## config.mk

```make
export PLATFORM = sky130hd
export DESIGN_NAME = emoji_anim_engine
export DESIGN_NICKNAME = d
export VERILOG_FILES = /design/src/rtl/emoji_pkg.sv /design/src/rtl/emoji_anim_engine_anim_sequencer.sv /design/src/rtl/emoji_anim_engine.sv
export SDC_FILE = /design/constraint.sdc
export NUM_CORES = 1
export LEC_CHECK = 0
export CAP_MARGIN = 20
export CORE_UTILIZATION = 59
export DETAILED_ROUTE_END_ITERATION = 7
export PLACE_DENSITY = 0.83
export SYNTH_ARGS = -nofsm -noshare
export SYNTH_HDL_FRONTEND = slang
export SYNTH_SLANG_ARGS = --single-unit
```

## constraint.sdc

```tcl
create_clock -name clk -period 3.26 [get_ports clk]
set_input_delay 0.326 -clock clk [delete_from_list [all_inputs] [get_ports clk]]
set_output_delay 0.326 -clock clk [all_outputs]
set_load 0.005 [all_outputs]
```

## src/rtl/emoji_pkg.sv

```systemverilog
// Shared constants and encodings for the emoji animation engine.
package emoji_pkg;

    localparam logic [11:0] WHITE = 12'hFFF;
    localparam logic [11:0] BLACK = 12'h000;

    typedef enum logic [1:0] {
        MODE_LOOP     = 2'd0,
        MODE_PINGPONG = 2'd1,
        MODE_ONESHOT  = 2'd2,
        MODE_FREEZE   = 2'd3
    } mode_e;

    typedef enum logic [1:0] {
        ST_RUN      = 2'd0,
        ST_WAIT_SOF = 2'd1,
        ST_DONE     = 2'd2
    } seq_state_e;

endpackage

```

## src/rtl/emoji_anim_engine_anim_sequencer.sv

```systemverilog
// Frame sequencer: per-frame hold timer, pending flag and index/direction FSM.
// Index only moves on a video start-of-frame pulse once the hold has expired.
module anim_sequencer
    import emoji_pkg::*;
#(
    parameter int                          NUM_FRAMES  = 4,
    parameter int                          CNT_W       = 32,
    parameter logic [NUM_FRAMES*CNT_W-1:0] HOLD_CYCLES = {32'd37_500_000, 32'd2_500_000,
                                                          32'd2_500_000, 32'd37_500_000},
    parameter int                          IDX_W       = $clog2(NUM_FRAMES)
) (
    input  logic             clk,
    input  logic             i_rst_n,
    input  logic             i_frame_start,
    input  logic             i_enable,
    input  logic [1:0]       i_mode,
    output logic [IDX_W-1:0] o_frame_idx,
    output logic             o_anim_done
);

    localparam logic [IDX_W-1:0] LAST_IDX = IDX_W'(NUM_FRAMES - 1);

    seq_state_e       r_state;
    logic [CNT_W-1:0] r_timer;
    logic [IDX_W-1:0] r_idx;
    logic             r_dir_up;
    logic             r_done;

    mode_e            w_mode;
    logic             w_run;
    logic [CNT_W-1:0] w_hold [NUM_FRAMES];
    logic [CNT_W-1:0] w_hold_last;
    logic [IDX_W-1:0] w_next_idx;
    logic             w_next_dir_up;
    logic             w_end;

    always_comb begin
        for (int unsigned i = 0; i < NUM_FRAMES; i++) begin
            w_hold[i] = HOLD_CYCLES[i*CNT_W +: CNT_W];
        end
    end

    assign w_mode      = mode_e'(i_mode);
    assign w_run       = i_enable && (w_mode != MODE_FREEZE);
    assign w_hold_last = w_hold[r_idx] - CNT_W'(1);

    // Next index is evaluated with the mode present at the advance itself.
    always_comb begin
        w_next_idx    = r_idx;
        w_next_dir_up = r_dir_up;
        w_end         = 1'b0;
        case (w_mode)
            MODE_LOOP: begin
                w_next_idx = (r_idx == LAST_IDX) ? '0 : r_idx + IDX_W'(1);
            end
            MODE_PINGPONG: begin
                if (r_dir_up) begin
                    if (r_idx == LAST_IDX) begin
                        w_next_idx    = r_idx - IDX_W'(1);
                        w_next_dir_up = 1'b0;
                    end else begin
                        w_next_idx = r_idx + IDX_W'(1);
                    end
                end else begin
                    if (r_idx == '0) begin
                        w_next_idx    = IDX_W'(1);
                        w_next_dir_up = 1'b1;
                    end else begin
                        w_next_idx = r_idx - IDX_W'(1);
                    end
                end
            end
            MODE_ONESHOT: begin
                if (r_idx == LAST_IDX) begin
                    w_end = 1'b1;
                end else begin
                    w_next_idx = r_idx + IDX_W'(1);
                end
            end
            default: begin
                w_next_idx = r_idx;
            end
        endcase
    end

    always_ff @(posedge clk or negedge i_rst_n) begin
        if (!i_rst_n) begin
            r_state  <= ST_RUN;
            r_timer  <= '0;
            r_idx    <= '0;
            r_dir_up <= 1'b1;
            r_done   <= 1'b0;
        end else begin
            case (r_state)
                ST_RUN: begin
                    if (w_run) begin
                        if (r_timer == w_hold_last) begin
                            r_state <= ST_WAIT_SOF;
                        end else begin
                            r_timer <= r_timer + CNT_W'(1);
                        end
                    end
                end
                ST_WAIT_SOF: begin
                    if (w_run && i_frame_start) begin
                        r_timer  <= '0;
                        r_idx    <= w_next_idx;
                        r_dir_up <= w_next_dir_up;
                        if (w_end) begin
                            r_done  <= 1'b1;
                            r_state <= ST_DONE;
                        end else begin
                            r_state <= ST_RUN;
                        end
                    end
                end
                ST_DONE: begin
                    // DONE behaves as a permanently pending hold until the mode leaves one-shot.
                    if (w_run && i_frame_start && (w_mode != MODE_ONESHOT)) begin
                        r_timer  <= '0;
                        r_idx    <= w_next_idx;
                        r_dir_up <= w_next_dir_up;
                        r_done   <= 1'b0;
                        r_state  <= ST_RUN;
                    end
                end
                default: begin
                    r_state <= ST_RUN;
                end
            endcase
        end
    end

    assign o_frame_idx = r_idx;
    assign o_anim_done = r_done;

endmodule

```

## src/rtl/emoji_anim_engine.sv

```systemverilog
// Emoji animator: per-frame face geometry and palette lookup feeding a registered pixel colour.
// Sits between the VGA counters and the colour DAC; blanking is gated downstream.
module emoji_anim_engine
    import emoji_pkg::*;
#(
    parameter int                          H_BITS      = 10,
    parameter int                          NUM_FRAMES  = 4,
    parameter int                          CNT_W       = 32,
    parameter logic [NUM_FRAMES*CNT_W-1:0] HOLD_CYCLES = {32'd37_500_000, 32'd2_500_000,
                                                          32'd2_500_000, 32'd37_500_000},
    parameter logic [NUM_FRAMES*12-1:0]    PALETTE     = {12'hF40, 12'hF80, 12'hFD0, 12'hFF0},
    parameter int                          FACE_X0     = 324,
    parameter int                          FACE_X1     = 604,
    parameter int                          FACE_Y0     = 135,
    parameter int                          FACE_Y1     = 414,
    parameter int                          EYE_Y0      = 205,
    parameter int                          EYE_Y1      = 217,
    parameter int                          EYE_LCX     = 377,
    parameter int                          EYE_RCX     = 551,
    parameter int                          EYE_HW0     = 6,
    parameter int                          EYE_STEP    = 5,
    parameter int                          MOUTH_CX    = 464,
    parameter int                          MOUTH_Y0    = 305,
    parameter int                          MOUTH_Y1    = 310,
    parameter int                          MOUTH_VSTEP = 5,
    parameter int                          MOUTH_HW0   = 93,
    parameter int                          MOUTH_HSTEP = 10
) (
    input  logic                          clk,
    input  logic                          i_rst_n,
    input  logic [H_BITS-1:0]             i_hcounter,
    input  logic [H_BITS-1:0]             i_vcounter,
    input  logic                          i_frame_start,
    input  logic                          i_enable,
    input  logic [1:0]                    i_mode,
    output logic [11:0]                   o_color_data,
    output logic [$clog2(NUM_FRAMES)-1:0] o_frame_idx,
    output logic                          o_anim_done
);

    localparam int IDX_W = $clog2(NUM_FRAMES);
    localparam int GW    = H_BITS + 2;

    logic [IDX_W-1:0] w_frame_idx;
    logic             w_anim_done;
    logic [11:0]      w_palette [NUM_FRAMES];
    logic [GW-1:0]    w_h, w_v, w_k;
    logic [GW-1:0]    w_ehw, w_mt, w_mb, w_mhw;
    logic [GW-1:0]    w_dl, w_dr, w_dm;
    logic             w_in_face, w_eye, w_mouth;
    logic [11:0]      w_color;
    logic [11:0]      r_color;

    anim_sequencer #(
        .NUM_FRAMES  (NUM_FRAMES),
        .CNT_W       (CNT_W),
        .HOLD_CYCLES (HOLD_CYCLES),
        .IDX_W       (IDX_W)
    ) u_seq (
        .clk           (clk),
        .i_rst_n       (i_rst_n),
        .i_frame_start (i_frame_start),
        .i_enable      (i_enable),
        .i_mode        (i_mode),
        .o_frame_idx   (w_frame_idx),
        .o_anim_done   (w_anim_done)
    );

    always_comb begin
        for (int unsigned i = 0; i < NUM_FRAMES; i++) begin
            w_palette[i] = PALETTE[i*12 +: 12];
        end
    end

    assign w_h = GW'(i_hcounter);
    assign w_v = GW'(i_vcounter);
    assign w_k = GW'(w_frame_idx);

    assign w_ehw = GW'(EYE_HW0)   + w_k * GW'(EYE_STEP);
    assign w_mt  = GW'(MOUTH_Y0)  - w_k * GW'(MOUTH_VSTEP);
    assign w_mb  = GW'(MOUTH_Y1)  + w_k * GW'(MOUTH_VSTEP);
    assign w_mhw = GW'(MOUTH_HW0) + w_k * GW'(MOUTH_HSTEP);

    // Absolute horizontal distances from each feature centre, kept unsigned.
    assign w_dl = (w_h >= GW'(EYE_LCX))  ? w_h - GW'(EYE_LCX)  : GW'(EYE_LCX)  - w_h;
    assign w_dr = (w_h >= GW'(EYE_RCX))  ? w_h - GW'(EYE_RCX)  : GW'(EYE_RCX)  - w_h;
    assign w_dm = (w_h >= GW'(MOUTH_CX)) ? w_h - GW'(MOUTH_CX) : GW'(MOUTH_CX) - w_h;

    assign w_in_face = (w_h >= GW'(FACE_X0)) && (w_h < GW'(FACE_X1)) &&
                       (w_v >= GW'(FACE_Y0)) && (w_v < GW'(FACE_Y1));
    assign w_eye     = (w_v >= GW'(EYE_Y0)) && (w_v < GW'(EYE_Y1)) &&
                       ((w_dl < w_ehw) || (w_dr < w_ehw));
    assign w_mouth   = (w_v >= w_mt) && (w_v < w_mb) && (w_dm < w_mhw);

    always_comb begin
        w_color = w_palette[w_frame_idx];
        if (!w_in_face) begin
            w_color = WHITE;
        end else if (w_eye || w_mouth) begin
            w_color = BLACK;
        end
    end

    always_ff @(posedge clk or negedge i_rst_n) begin
        if (!i_rst_n) begin
            r_color <= WHITE;
        end else begin
            r_color <= w_color;
        end
    end

    assign o_color_data = r_color;
    assign o_frame_idx  = w_frame_idx;
    assign o_anim_done  = w_anim_done;

endmodule

```

* Word-level counts from Yosys, hierarchy flattened
Index checks and enable logic that the tools add are counted.
Cells by class: bitwise logic cells 1, add/sub/neg operators 14, $lt $le $gt $ge 15, divide/modulo/power cells 0, shifts and indexed selects 0, equality and inequality tests 14, muxes and demuxes 44, $mul 2, reduce and logical (&&, ||, !) cells 21
Operators with widths (count):
- 32-bit 2-to-1 mux | 6
- 32-bit case mux with 3 select lines | 1
- 12-bit 2-to-1 mux | 7
- 32-bit binary-select mux with 2-bit select | 1
- 32-bit by 1-bit adder with 32-bit output, second input constant | 1
- 32-bit equality test | 1
- 32-bit by 1-bit subtractor with 32-bit output, second input constant | 1
- 10-bit by 9-bit greater-or-equal comparator with 1-bit output, second input constant | 3
- 12-bit binary-select mux with 2-bit select | 1
- 12-bit < comparator | 2
- 2-bit 2-to-1 mux | 12
- 10-bit by 9-bit subtractor with 11-bit output, second input constant | 2
- 9-bit by 10-bit subtractor with 11-bit output, first input constant | 2
- 10-bit by 8-bit greater-or-equal comparator with 1-bit output, second input constant | 2
- 3-bit by 12-bit adder with 12-bit output, first input constant | 1
- 10-bit by 12-bit greater-or-equal comparator with 1-bit output | 1
- 12-bit by 8-bit < comparator with 1-bit output | 1
- 2-bit case mux with 3 select lines | 2
- 9-bit by 12-bit subtractor with 12-bit output, first input constant | 1
- 1-bit 2-to-1 mux | 11
- 10-bit by 10-bit subtractor with 11-bit output, first input constant | 1
- 10-bit by 10-bit subtractor with 11-bit output, second input constant | 1
- 9-bit by 5-bit adder with 10-bit output, first input constant | 1
- 10-bit greater-or-equal comparator, second input constant | 1
- 24 further kinds | 48
Storage, ports and cells: word-level logic and storage cells 117, bits in latches 0, memories 0, bits in writable memories 0, output and inout bits 15, register bits after elaboration 50, input port bits 26, ROM bits 0

* Longest topological paths before layout
word-level depth 9, depth in mapped cells 15, gate-level depth less buffers 14

* Hierarchy
From an unflattened synthesis, not the netlist that was laid out.
Unflattened totals: cell total of the unflattened synthesis 586, area total of the unflattened synthesis 4958.5 um^2
Modules (own cells, without submodules):
- anim_sequencer | cells each 306, sequential area each 952.2 um^2, area an instance 2776.4 um^2, instances 1
- emoji_anim_engine | cells each 280, sequential area each 157.7 um^2, area an instance 2182.1 um^2, instances 1

* Worst setup path after synthesis
No wires, ideal clock.
path kind input -> register, start input i_hcounter[3], end register r_color[10], in the netlist o_color_data[10], arrival time 3.593 ns, data required time 3.134 ns, setup time 0.126 ns, path buffers 1, stages on the path 14, path slack -0.459 ns, cells stage by stage buf_2 > clkinv_1 > ha_1 > a211o_1 > a31oi_1 > a21boi_0 > xnor2_1 > ha_1 > a2111oi_0 > o21ai_0 > o211ai_1 > o2111ai_1 > nor3_1 > o31ai_1
Between the ends: longest elaborated chain between the ends 8, elaborated cells between the ends (all ways) 26, classes of those cells 6 x add/sub; 8 x order compare; 5 x mux; 7 x reduce/logical
RTL lines:
- start, declared | RTL line emoji_anim_engine.sv:31 | input logic [H_BITS-1:0] i_hcounter,
- 9-bit by 10-bit subtractor with 11-bit output (tied with other cells) | RTL line emoji_anim_engine.sv:85 | assign w_dl = (w_h >= GW'(EYE_LCX)) ? w_h - GW'(EYE_LCX) : GW'(EYE_LCX) - w_h;
- 12-bit 2-to-1 mux, on equally long branches | RTL line emoji_anim_engine.sv:85, emoji_anim_engine.sv:86
- 12-bit < comparator | RTL line emoji_anim_engine.sv:92 | ((w_dl < w_ehw) || (w_dr < w_ehw));
- 1-bit logical OR | RTL line emoji_anim_engine.sv:92
- 1-bit logical AND | RTL line emoji_anim_engine.sv:91 | assign w_eye = (w_v >= GW'(EYE_Y0)) && (w_v < GW'(EYE_Y1)) &&
- 1-bit logical OR | RTL line emoji_anim_engine.sv:99 | end else if (w_eye || w_mouth) begin
- 12-bit 2-to-1 mux | RTL line emoji_anim_engine.sv:99
- 12-bit 2-to-1 mux * | RTL line emoji_anim_engine.sv:97 | if (!w_in_face) begin
- named net w_color[10] | RTL line emoji_anim_engine.sv:51 | logic [11:0] w_color;
- end signal, assigned | RTL line emoji_anim_engine.sv:108 | r_color <= w_color;
- end, declared | RTL line emoji_anim_engine.sv:52 | logic [11:0] r_color;
The timed path passes the listed nets; every way through them passes the cells marked *. A chain may end at the register's enable or synchronous reset.

* Worst setup path in the final report
start input i_hcounter[1], end register r_color[5], in the netlist o_color_data[5]
The elaborated chain is that of the path after synthesis.

==> run metrics <==
status completed; Post-Route WL 12400 um; final count of negative-setup-slack endpoints 0; Crit Path Class primary input to register; input/output buffers 40; Yosys reg bits 44; Final Hold Viols 0; CP Cell Sequence dlygate4sd2_1, inv_2, buf_6, ha_2, a21boi_4, nor2_2, o41a_1, and3_4, a21oi_2, xnor2_1, ha_1, inv_1, o311ai_1, a2111o_1, a211oi_2, buf_4, o41ai_4; Synth Instances 543; antenna cell count 0; clk_skew 0.00933 ns; placed insts 709; beginning of the critical path i_hcounter[1]; fillcell total about 510; vias in the first global route 4046; die width 88.8 um; Post-synth EDFFs 0; Final period util just under 100%; share of layout cells above drive strength 1 19.0%; # rows 31; Worst-Margin Slew 0.986 ns; DRT Pass-1 Iters 7; max cap viols 0; yosys warns 0; WHS approximately 0.18 ns; Initial Util 61.3%; Req. time, crit path 3.49 ns; most common cell after layout, fill and taps aside buf_4; I/O Pins 41; clock buffer depth 2; Slowest-stage cell, CP o41a_1; first-pass GRT wire length 19400 um; sequential element share of the synthesized area around a quarter; antenna-violating nets left 0; root buf cell clkbuf_8; Iter 0 DRT Violations 350; Synth Area per Inst 8.18 um2; initial antenna violation count 0; critical path fanouts, max 5; crit path time final 3.15 ns; hpwl dp 9020 um; post-route insts no fill 726; residual DRC count 0; largest net degree at the start of global routing 45; Nets 708; final count of pins violating max slew 0; Syn Nets 625; clock slew at reported path FFs 0.09 ns; most used flip-flop cell after synthesis dfrtp_1; clock latency at the later pin of the worst-skew pair 0.31 ns; worst vdd ir 0.327 mV; drt wl/cell around 17 um; gpl congestion 0.939; type of the most critical hold path primary input to asynchronous set/reset pin; CTS tree yes; total gr overflow 0; Layout area overhead 25.5%; CTS buffer count 5; relative slew slack 34.3%; routed vias 4466; crit end category register; H-tree levels 2; Startpoint Class primary input; Vias/cell 6.15; Max Freq 317 MHz; worst r2r src u_seq.o_frame_idx[1]; Sink Count 44; die height 88.8 um; post-synthesis cell area 4440 um2; all-layer global routing usage about a third; core box area 7250 um2; asr flop ratio synth 100%; die area just under 8000 um2; most frequent cells in the layout buf_4 (59), ha_1 (52), nand2_1 (47), o21ai_0 (37), dfrtp_1 (37); Lkg Pwr ~2.3 nW; CP arrival between 3 and 4 ns; crit-path max cell delay 0.45 ns; pwr dens 342 nW/um2; unique cell type count in the Yosys netlist 71
## timing repair
item / CTS / global route
hold buffers: 0 / 0
resized for setup: 16 / 23
gates cloned: 0 / 0
setup buffers: 4 / 6
pin swaps: 10 / 15
setup endpoints to repair: 5 / 5
## worst max-delay path, delay by kind of cell
family	cells	cell delay [ns]
fa+ha+maj	2	0.37
buf+inv	5	0.71
simple gates	2	0.28
compound gates	7	1.60
xor+xnor	1	0.08
## area by class of cell
type                            count  area [um2]  share of cell area, %
Multi-Input combinational cell    439        3210                   57.6
Sequential cell                    44        1110                   19.9
Timing Repair Buffer              105         917                   16.4
Tap cell                           99         124                   2.22
Inverter                           31         118                   2.11
Clock buffer                        6        82.6                   1.48
Clock inverter                      2        15.0                  0.269
## state kept, by name, summed over array words and instances (netlist names)
name and cells:
o_color_data 6, u_seq.o_anim_done 1, u_seq.o_frame_idx 2, u_seq.r_dir_up 1, u_seq.r_state 2, u_seq.r_timer 32
## cells by family (layout without fill, tap and decap cells)
group / Yosys count / in the layout / synth area share (%)
compound gates: 130 / 130 / 19.1
xor+xnor: 23 / 23 / 4.53
fa+ha+maj: 56 / 56 / 15.8
buf+inv: 60 / 144 / 5.97
flops: 44 / 44 / 25.0
mux: 9 / 9 / 2.06
simple gates: 221 / 221 / 27.6
## report_power, final
group | switching (mW) | total (mW) | internal [mW] | leakage, nW
combinational | 0.414 | 0.771 | 0.357 | 1.83
sequential | 0.131 | 0.760 | 0.629 | 0.439
clock | 0.206 | 0.377 | 0.172 | 0.0434
total | 0.750 | 1.91 | 1.16 | 2.32
## metrics by stage
stage / util, % / power [mW] / TNS (ns) / setup slack (ns) / cell area [um2]
floorplan: - / 1.24 / 0 / 0.0321 / 4470
global placement: 72.5 / 1.45 / -1.89 / -0.381 / 5260
detailed placement: 72.5 / 1.49 / -2.10 / -0.428 / 5260
CTS: 75.1 / 1.88 / 0 / 0.0243 / 5450
global route: 76.9 / 2.02 / -0.00694 / -0.00694 / 5580
finish: 76.9 / 1.91 / 0 / 0.110 / 5580
## path summary, 6_finish.rpt
path | end | slack, ns | depth (start not counted)
max | o_color_data[5] | 0.11 | 17
min | u_seq.r_timer[26] | 0.18 | 1
max reg2reg | u_seq.r_timer[20] | 0.35 | 8
min reg2reg | u_seq.r_dir_up | 0.52 | 2
max in group asynchronous | u_seq.r_timer[1] | 2.47 | 1
min in group clk | u_seq.r_dir_up | 0.52 | 2
## synth_stat cells (5+ instances only)
master | count | area, um2
or4_1 | 5 | 37.5
buf_2 | 8 | 40.0
nor3_1 | 11 | 55.1
o211ai_1 | 5 | 37.5
ha_1 | 56 | 701
clkbuf_1 | 12 | 45.0
inv_1 | 30 | 113
o41ai_1 | 6 | 52.6
dfrtp_1 | 37 | 926
nor4b_1 | 9 | 78.8
nand2b_1 | 8 | 50.1
a21oi_1 | 32 | 160
nor4_1 | 22 | 138
dfstp_2 | 7 | 184
xnor2_1 | 22 | 193
and3_1 | 8 | 50.1
nor2_1 | 34 | 128
nand2_1 | 48 | 180
mux2i_1 | 8 | 80.1
and4_1 | 5 | 43.8
buf_4 | 6 | 45.0
o21ai_0 | 39 | 195
a21boi_0 | 5 | 37.5
and2_1 | 6 | 37.5
nand4_1 | 9 | 56.3
nand3b_1 | 5 | 37.5
nor2b_1 | 7 | 43.8
nand3_1 | 26 | 130
## per-layer routing
layer | up-vias | global-route usage, % | share of wire [%]
met2 | 187 | 51.0 | 48
met5 | - | 0 | 0
met4 | 0 | 7.92 | 1.3
met1 | 2083 | 43.5 | 43
met3 | 22 | 6.25 | 8.2
li1 | 2174 | - | -
No activity file was read; power rests on OpenSTA's default activity.
